**src/rtl/obstacle_pkg.sv**
```systemverilog
// Shared types and default constants for the obstacle sensor array.
// Holds the per-channel debounce state encoding.
package obstacle_pkg;

    localparam int DEF_N_CH            = 4;
    localparam int DEF_DEBOUNCE_CYCLES = 1000;
    localparam int DEF_CNT_W           = 16;

    typedef enum logic [1:0] {
        ST_CLEAR    = 2'd0,
        ST_CONFIRM  = 2'd1,
        ST_DETECTED = 2'd2,
        ST_RELEASE  = 2'd3
    } ch_state_t;

endpackage

```
**src/rtl/obstacle_debounce_ch.sv**
```systemverilog
// One sensor channel: 2-flop synchronizer, debounce FSM and edge pulses.
// The LED and pulse outputs are registered alongside the state.
module obstacle_debounce_ch
    import obstacle_pkg::*;
#(
    parameter int DEBOUNCE_CYCLES = DEF_DEBOUNCE_CYCLES,
    parameter int CNT_W           = DEF_CNT_W
) (
    input  logic clk,
    input  logic rst_n,
    input  logic en,
    input  logic pin,
    output logic led,
    output logic rise,
    output logic fall
);

    localparam logic [CNT_W-1:0] CNT_MAX = CNT_W'(DEBOUNCE_CYCLES - 1);
    localparam logic [CNT_W-1:0] CNT_ONE = CNT_W'(1);

    logic [1:0]       sync;
    ch_state_t        state;
    logic [CNT_W-1:0] cnt;
    logic             obs;

    // Pin is active-low, so an obstacle is a low second-stage sample.
    assign obs = ~sync[1];

    always_ff @(posedge clk) begin
        if (!rst_n) begin
            sync  <= 2'b11;
            state <= ST_CLEAR;
            cnt   <= '0;
            led   <= 1'b0;
            rise  <= 1'b0;
            fall  <= 1'b0;
        end else begin
            sync <= {sync[0], pin};
            rise <= 1'b0;
            fall <= 1'b0;
            if (!en) begin
                // Disabling drops a lit channel immediately; led doubles as "was lit".
                state <= ST_CLEAR;
                cnt   <= '0;
                led   <= 1'b0;
                fall  <= led;
            end else begin
                case (state)
                    ST_CLEAR: begin
                        if (obs) begin
                            state <= ST_CONFIRM;
                            cnt   <= CNT_ONE;
                        end else begin
                            cnt   <= '0;
                        end
                    end
                    ST_CONFIRM: begin
                        if (!obs) begin
                            state <= ST_CLEAR;
                            cnt   <= '0;
                        end else if (cnt == CNT_MAX) begin
                            state <= ST_DETECTED;
                            cnt   <= '0;
                            led   <= 1'b1;
                            rise  <= 1'b1;
                        end else begin
                            cnt   <= cnt + CNT_ONE;
                        end
                    end
                    ST_DETECTED: begin
                        if (!obs) begin
                            state <= ST_RELEASE;
                            cnt   <= CNT_ONE;
                        end
                    end
                    ST_RELEASE: begin
                        if (obs) begin
                            state <= ST_DETECTED;
                            cnt   <= '0;
                        end else if (cnt == CNT_MAX) begin
                            state <= ST_CLEAR;
                            cnt   <= '0;
                            led   <= 1'b0;
                            fall  <= 1'b1;
                        end else begin
                            cnt   <= cnt + CNT_ONE;
                        end
                    end
                    default: begin
                        state <= ST_CLEAR;
                        cnt   <= '0;
                        led   <= 1'b0;
                    end
                endcase
            end
        end
    end

endmodule

```
**src/rtl/obstacle_sensor_array.sv**
```systemverilog
// Array of debounced IR obstacle channels with sticky flags and
// combinational summary (any / count) of the registered LED vector.
module obstacle_sensor_array
    import obstacle_pkg::*;
#(
    parameter int N_CH            = DEF_N_CH,
    parameter int DEBOUNCE_CYCLES = DEF_DEBOUNCE_CYCLES,
    parameter int CNT_W           = DEF_CNT_W
) (
    input  logic                       clk,
    input  logic                       rst_n,
    input  logic [N_CH-1:0]            sensor_input,
    input  logic                       en,
    input  logic                       clr_latched,
    output logic [N_CH-1:0]            led_output,
    output logic [N_CH-1:0]            det_rise,
    output logic [N_CH-1:0]            det_fall,
    output logic [N_CH-1:0]            latched,
    output logic                       any_obstacle,
    output logic [$clog2(N_CH+1)-1:0]  obstacle_count
);

    localparam int OC_W = $clog2(N_CH + 1);

    for (genvar i = 0; i < N_CH; i++) begin : ch_g
        obstacle_debounce_ch #(
            .DEBOUNCE_CYCLES (DEBOUNCE_CYCLES),
            .CNT_W           (CNT_W)
        ) u_ch (
            .clk  (clk),
            .rst_n(rst_n),
            .en   (en),
            .pin  (sensor_input[i]),
            .led  (led_output[i]),
            .rise (det_rise[i]),
            .fall (det_fall[i])
        );
    end

    // Set is OR'd after the clear mask so a coincident rise survives the clear.
    always_ff @(posedge clk) begin
        if (!rst_n) begin
            latched <= '0;
        end else begin
            latched <= (latched & ~{N_CH{clr_latched}}) | det_rise;
        end
    end

    assign any_obstacle = |led_output;

    always_comb begin
        obstacle_count = '0;
        for (int i = 0; i < N_CH; i++) begin
            obstacle_count = obstacle_count + OC_W'(led_output[i]);
        end
    end

endmodule

```
**config.mk**
```make
export PLATFORM = sky130hd
export DESIGN_NAME = obstacle_sensor_array
export DESIGN_NICKNAME = d
export VERILOG_FILES = /design/src/rtl/obstacle_pkg.sv /design/src/rtl/obstacle_debounce_ch.sv /design/src/rtl/obstacle_sensor_array.sv
export SDC_FILE = /design/constraint.sdc
export NUM_CORES = 1
export LEC_CHECK = 0
export BUFFER_PORTS_ARGS = -buffer_cell sky130_fd_sc_hd__buf_2
export CORE_MARGIN = 4
export CORE_UTILIZATION = 50
export DETAILED_ROUTE_END_ITERATION = 6
export PLACE_DENSITY = 0.67
export SLEW_MARGIN = 5
export SYNTH_ARGS = -nofsm -noshare
export SYNTH_HDL_FRONTEND = slang
export SYNTH_HIERARCHICAL = 1
export SYNTH_SLANG_ARGS = --single-unit
```
**constraint.sdc**
```tcl
create_clock -name clk -period 3.2 [get_ports clk]
set_clock_uncertainty 0.15 [all_clocks]
set_input_delay 0.64 -clock clk [delete_from_list [all_inputs] [get_ports clk]]
set_output_delay 0.64 -clock clk [all_outputs]
set_load 0.005 [all_outputs]
```
==> out/metrics.cfg, run 1 <==
[final_layout]
seq_area_sq_um=1920
num_antenna_cells=0
drive_gt1_share_pct=11.6
final_cell_mix=dfxtp_1, nand3_1, a31oi_1
fin_nets=649
multi_input_area_sq_um=2890
fillCellCount=909
final_common_cell=dfxtp_1
area_growth_pct=8.53

[floorplan]
coreArea_sq_um=9860
io_pins=28
dieArea_sq_um=11900
start_util_pct=52.0
core.rowCount=36
die_h_um=109
die_w_um=109

[worst_hold_path]
min_path_type=reg2reg
hold_depth=1
hp-start=ch_g[0].u_ch/sync[0]

[clocking]
clk_pin_slew_ns=0.10
post_cts_buffers=0
cts_max_level=3
insertion_delay_ns=0.38
cts_root_buf=clkbuf_8
cts_sinks=96
cts_resized=0
cts_tree=done
clock_path_buffers=2
cts_hold_buf=0
numCtsBuffers=9

[synth]
syn_area_per_cell_sq_um=8.34
synth.distinct_cells=56
synth_seq_cells=96
ys_seq_area_share_pct=37.5
synth_ff_type=dfxtp_1
syn_area_sq_um=5130
synth_nets=631
synthArstFlopShare_pct=0
synth_cells=615
synth_edf_count=0
ys_warn_count=6

[drt]
viasPerCell=6.28
detail_route.wl_per_cell_um=15.8
drcViolationCount=0
ant_nets=0
vias=4843
drtPass1Iterations=5
wl_um=12200
drt-initial-drc-count=254

[global_route]
grt_pass1_wl_um=20800
track_usage_pct=21.4
grt_max_degree=28
antenna_found_initial=0
grt_pass1_vias=4427
grt-ovfl-total=0

[sta]
period_share_pct=89.6
setup_viol=0
maxSlewViolCount=0
post-route-min-period_ns=2.87
finalSetupTns_ns=0
max_freq_mhz=349
worst_hold_slack_ns=0.263
rsz0062_at_grt=false
finalHoldViolCount=0
tightest_slew_ns=0.573
slew_headroom_pct=61.7

[placement]
dpl.hpwl_um=8440
portBuffers=27
gp_congestion=0.908

[worst_setup_path]
required_ns=2.41
crit_type=reg2out
worstSetupEndpointType=primary output
start_kind=flop
timing.rr.start=ch_g[0].u_ch/cnt[10]
startpoint=ch_g[3].u_ch/led
path_max_fanout=6
ff2ff_path_depth=5
worstPathArrival_ns=2.08

[status]
outcome=complete, no violations

[pwr]
power.density_nw_per_um2=386
peakVddDrop_v=0.000207
p_leak_nw=1.80

[flow_run]
maxCapViolations=0

-- final timing paths --
path                           to  slack, ns
max             obstacle_count[1]       0.33
min          ch_g[0].u_ch/sync[1]       0.26
max reg2reg  ch_g[0].u_ch/cnt[15]       0.72
min reg2reg  ch_g[0].u_ch/sync[1]       0.26
-- through the flow --
| stage | total power [W] | worst slack, ns | utilization [%] | instance area, sq um | std cells |
|---|---|---|---|---|---|
| 2_1_floorplan | 0.00126 | 0.984 | - | 5130 | 615 |
| 3_3_place_gp | 0.00128 | 0.775 | 54.3 | 5360 | 755 |
| 3_5_place_dp | 0.00129 | 0.737 | 54.3 | 5360 | 755 |
| 4_1_cts | 0.00216 | 0.339 | 56.5 | 5570 | 771 |
| 5_1_grt | 0.00222 | 0.254 | 56.5 | 5570 | 771 |
| 6_report | 0.00215 | 0.333 | 56.5 | 5570 | 771 |
-- power by group --
part	leakage, nW	internal [W]	switching [W]
logic	0.915	0.0000164	0.0000342
clock network	0.108	0.000462	0.000429
registers	0.775	0.00120	0.00000683
total	1.80	0.00168	0.000470
-- kinds of logic (layout without fill, tap and decap cells) --
| logic type | count (synthesis) | after routing | share of synthesized area (%) |
|---|---|---|---|
| compound gates | 127 | 127 | 16.7 |
| xor+xnor | 9 | 9 | 1.68 |
| fa+ha+maj | 8 | 8 | 2.10 |
| buf+inv | 66 | 89 | 6.19 |
| flops | 96 | 96 | 37.5 |
| mux | 7 | 7 | 1.37 |
| simple gates | 302 | 302 | 34.5 |
-- cells in the mapped netlist (8+ instances only) --
cell type  number  share of area (%)
a21oi_1        16                1.6
o21a_1         11                1.6
nand2_1        48                3.5
nor3_1         29                2.8
nor2_1         26                1.9
and3_1          9                1.1
or4_1          16                2.3
buf_2          11                1.1
or3_1          10                1.2
a31oi_1        55                6.7
nor4_1         13                1.6
xor2_1          8                1.4
nand3_1        55                5.4
nand2b_1       12                1.5
o21ai_0        10               0.98
inv_1          28                2.0
clkbuf_1       19                1.4
dfxtp_1        96                 37
nand4_1        30                3.7
-- flip-flops by register name (all words and copies together), names as in the netlist, named ones only --
register	flops
ch_g.u_ch/cnt	64
latched	4
ch_g.u_ch/fall	4
ch_g.u_ch/led	4
ch_g.u_ch/sync	8
ch_g.u_ch/rise	4
ch_g.u_ch/state	4
-- critical path, stage by stage (launching register included) --
cell and delay (ns):
dfxtp_1 0.47, inv_1 0.09, fa_1 0.48, inv_1 0.04, ha_1 0.17, ha_1 0.31
buf_2 0.14
-- per-layer routing --
metal | share of wire (%) | vias to the layer above | track usage (%)
met1 | 47 | 2298 | 29.3
li1 | - | 2381 | -
met4 | 1.7 | 0 | 8.55
met3 | 5.5 | 17 | 3.17
met2 | 46 | 147 | 34.0
met5 | 0 | - | 0
-- area by class of cell --
type	count	area share (%)
inverter	28	1.89
tap	133	2.99
sequential	96	34.5
multi-input combinational	453	51.9
timing repair buffer	45	4.85
clock buffer	13	2.67
clock inverter	3	1.17
No activity file was read; power rests on OpenSTA's default activity.
==> run 2: changes to the inputs <==
--- a/config.mk
+++ b/config.mk
@@ -8,6 +8,7 @@
 export BUFFER_PORTS_ARGS = -buffer_cell sky130_fd_sc_hd__buf_2
 export CORE_MARGIN = 4
 export CORE_UTILIZATION = 50
+export CTS_BUF_LIST = sky130_fd_sc_hd__clkbuf_8 sky130_fd_sc_hd__clkbuf_16
 export DETAILED_ROUTE_END_ITERATION = 6
 export PLACE_DENSITY = 0.67
 export SLEW_MARGIN = 5
==> run 2 against run 1 <==
Routed wire length hardly changed. Via count unchanged. Global-route usage stayed put. Total power decreased by 0.45%. Fmax about the same. First-iteration DRC count grew 3.9%. Hold slack about the same. Sequential power about the same. Largest cell class unchanged. Largest power group unchanged.
==> out/metrics.cfg, run 2 (synthesis results as in run 1) <==
[global_route]
grt-ovfl-total=0  ; unchanged
grt_pass1_wl_um=20800  ; unchanged
track_usage_pct=21.4  ; unchanged
grt_max_degree=28  ; unchanged
antenna_found_initial=0  ; unchanged
grt_pass1_vias=4427  ; unchanged

[final_layout]
largest_reg_flops=64  ; unchanged
final_util_pct=56.5  ; unchanged
layoutNonFillerInstCount=771  ; unchanged
area_growth_pct=8.53  ; unchanged
reg.largest.list=ch_g.u_ch/cnt (64), ch_g.u_ch/sync (8)  ; unchanged
largest-register=ch_g.u_ch/cnt  ; unchanged
drive_gt1_share_pct=11.6  ; unchanged
final_cell_mix=dfxtp_1, nand3_1, a31oi_1  ; unchanged
seq_area_sq_um=1920  ; unchanged
fin_nets=649  ; unchanged
final_common_cell=dfxtp_1  ; unchanged
fillCellCount=909  ; unchanged
multi_input_area_sq_um=2890  ; unchanged
num_antenna_cells=0  ; unchanged

[drt]
drtPass1Iterations=5  ; unchanged
detail_route.wl_per_cell_um=15.8  ; about the same
drcViolationCount=0  ; unchanged
wl_um=12200  ; about the same
drt-initial-drc-count=264  ; was 254
viasPerCell=6.28  ; unchanged
vias=4843  ; unchanged
ant_nets=0  ; unchanged

[worst_hold_path]
hold_depth=1  ; unchanged
min_path_type=reg2reg  ; unchanged
hp-start=ch_g[0].u_ch/sync[0]  ; unchanged
hold_end=ch_g[0].u_ch/sync[1]  ; unchanged

[worst_setup_path]
timing.rr.end=ch_g[1].u_ch/cnt[12]  ; was ch_g[0].u_ch/cnt[15]
r2r_slack_ns=0.73  ; was 0.72 ns
worstSetupEndpointType=primary output  ; unchanged
path_cells=inv_1 > fa_1 > inv_1 > ha_1 > ha_1 > buf_2  ; unchanged
cp_top_family=adder cells  ; unchanged
crit_type=reg2out  ; unchanged
ff2ff_path_depth=5  ; unchanged
path_max_fanout=6  ; unchanged
worstPathArrival_ns=2.08  ; about the same
required_ns=2.41  ; about the same
timing.rr.start=ch_g[1].u_ch/cnt[3]  ; was ch_g[0].u_ch/cnt[10]
cpMaxStageDelayCell=fa_1  ; unchanged
max_stage_delay_ns=0.48  ; about the same
path_buf_inv=3  ; unchanged
start_kind=flop  ; unchanged

[clocking]
insertion_delay_ns=0.38  ; about the same
cts_tree=done  ; unchanged
cts_max_level=3  ; unchanged
cts_sinks=96  ; unchanged
cts_resized=0  ; unchanged
cts_root_buf=clkbuf_8  ; unchanged
cts_hold_buf=0  ; unchanged
clock_path_buffers=2  ; unchanged
clk_pin_slew_ns=0.10  ; about the same
post_cts_buffers=0  ; unchanged
numCtsBuffers=9  ; unchanged

[placement]
dpl.hpwl_um=8440  ; unchanged
place_inst=755  ; unchanged
portBuffers=27  ; unchanged
place_ws_ns=0.737  ; unchanged
gp_congestion=0.908  ; unchanged

[sta]
tightest_slew_ns=0.586  ; was 0.573 ns
maxSlewViolCount=0  ; unchanged
finalSetupTns_ns=0  ; unchanged
post-route-min-period_ns=2.87  ; about the same
period_share_pct=89.5  ; was 89.6%
rsz0062_at_grt=false  ; unchanged
slew_headroom_pct=60.8  ; was 61.7%
setup_ws_ns=0.335  ; was 0.333 ns
max_freq_mhz=349  ; about the same
finalHoldViolCount=0  ; unchanged
setup_viol=0  ; unchanged

[floorplan]
start_util_pct=52.0  ; unchanged
core.rowCount=36  ; unchanged
die_w_um=109  ; unchanged
io_pins=28  ; unchanged
coreArea_sq_um=9860  ; unchanged
dieArea_sq_um=11900  ; unchanged
die_h_um=109  ; unchanged

[status]
outcome=complete, no violations  ; unchanged

[pwr]
power.density_nw_per_um2=384  ; was 386 nW/um^2
p_leak_nw=1.81  ; was 1.80 nW
peakVddDrop_v=0.000207  ; about the same

[flow_run]
maxCapViolations=0  ; unchanged

==> run 2: final cells by class <==
cell class	count	area share, %
multi-input cells	453	51.9
flip-flops and latches	96	34.5
repair buffers	45	4.85
well taps	133	2.99
clock buffers	10	2.47
inverters	28	1.89
clock inverters	6	1.37
==> run 2: stage by stage <==
step | area, sq um | total power [W] | hold WS (ns)
2_1_floorplan | 5130 | 0.00126 | 0.236
3_3_place_gp | 5360 | 0.00128 | 0.239
3_5_place_dp | 5360 | 0.00129 | 0.243
4_1_cts | 5570 | 0.00215 | 0.266
5_1_grt | 5570 | 0.00221 | 0.279
6_report | 5570 | 0.00214 | 0.263
==> run 2: worst max path at each step <==
stage	from	to	slack (ns)	cells after the start
after detailed placement	ch_g[1].u_ch/cnt[3]	ch_g[1].u_ch/cnt[1]	0.74	5
after global routing	ch_g[3].u_ch/led	obstacle_count[1]	0.25	6
after floorplan	ch_g[0].u_ch/cnt[3]	ch_g[0].u_ch/led	0.98	6
final	ch_g[3].u_ch/led	obstacle_count[1]	0.33	6
after global placement	ch_g[1].u_ch/cnt[10]	ch_g[1].u_ch/cnt[1]	0.77	5
after CTS	ch_g[3].u_ch/led	obstacle_count[1]	0.34	6
==> run 2: layer usage <==
layer / vias to the layer above / routed length, um / part of all wire, % / track usage (%)
met5: - / 0 / 0 / 0
met4: 0 / 206 / 1.7 / 8.55
met3: 17 / 665 / 5.4 / 3.17
met2: 139 / 5620 / 46 / 34.0
met1: 2304 / 5720 / 47 / 29.3
li1: 2383 / - / - / -
==> run 2: power breakdown <==
part | internal [W] | leakage (nW) | switching (W)
logic | 0.0000164 | 0.915 | 0.0000341
clock network | 0.000453 | 0.120 | 0.000429
registers | 0.00120 | 0.775 | 0.00000681
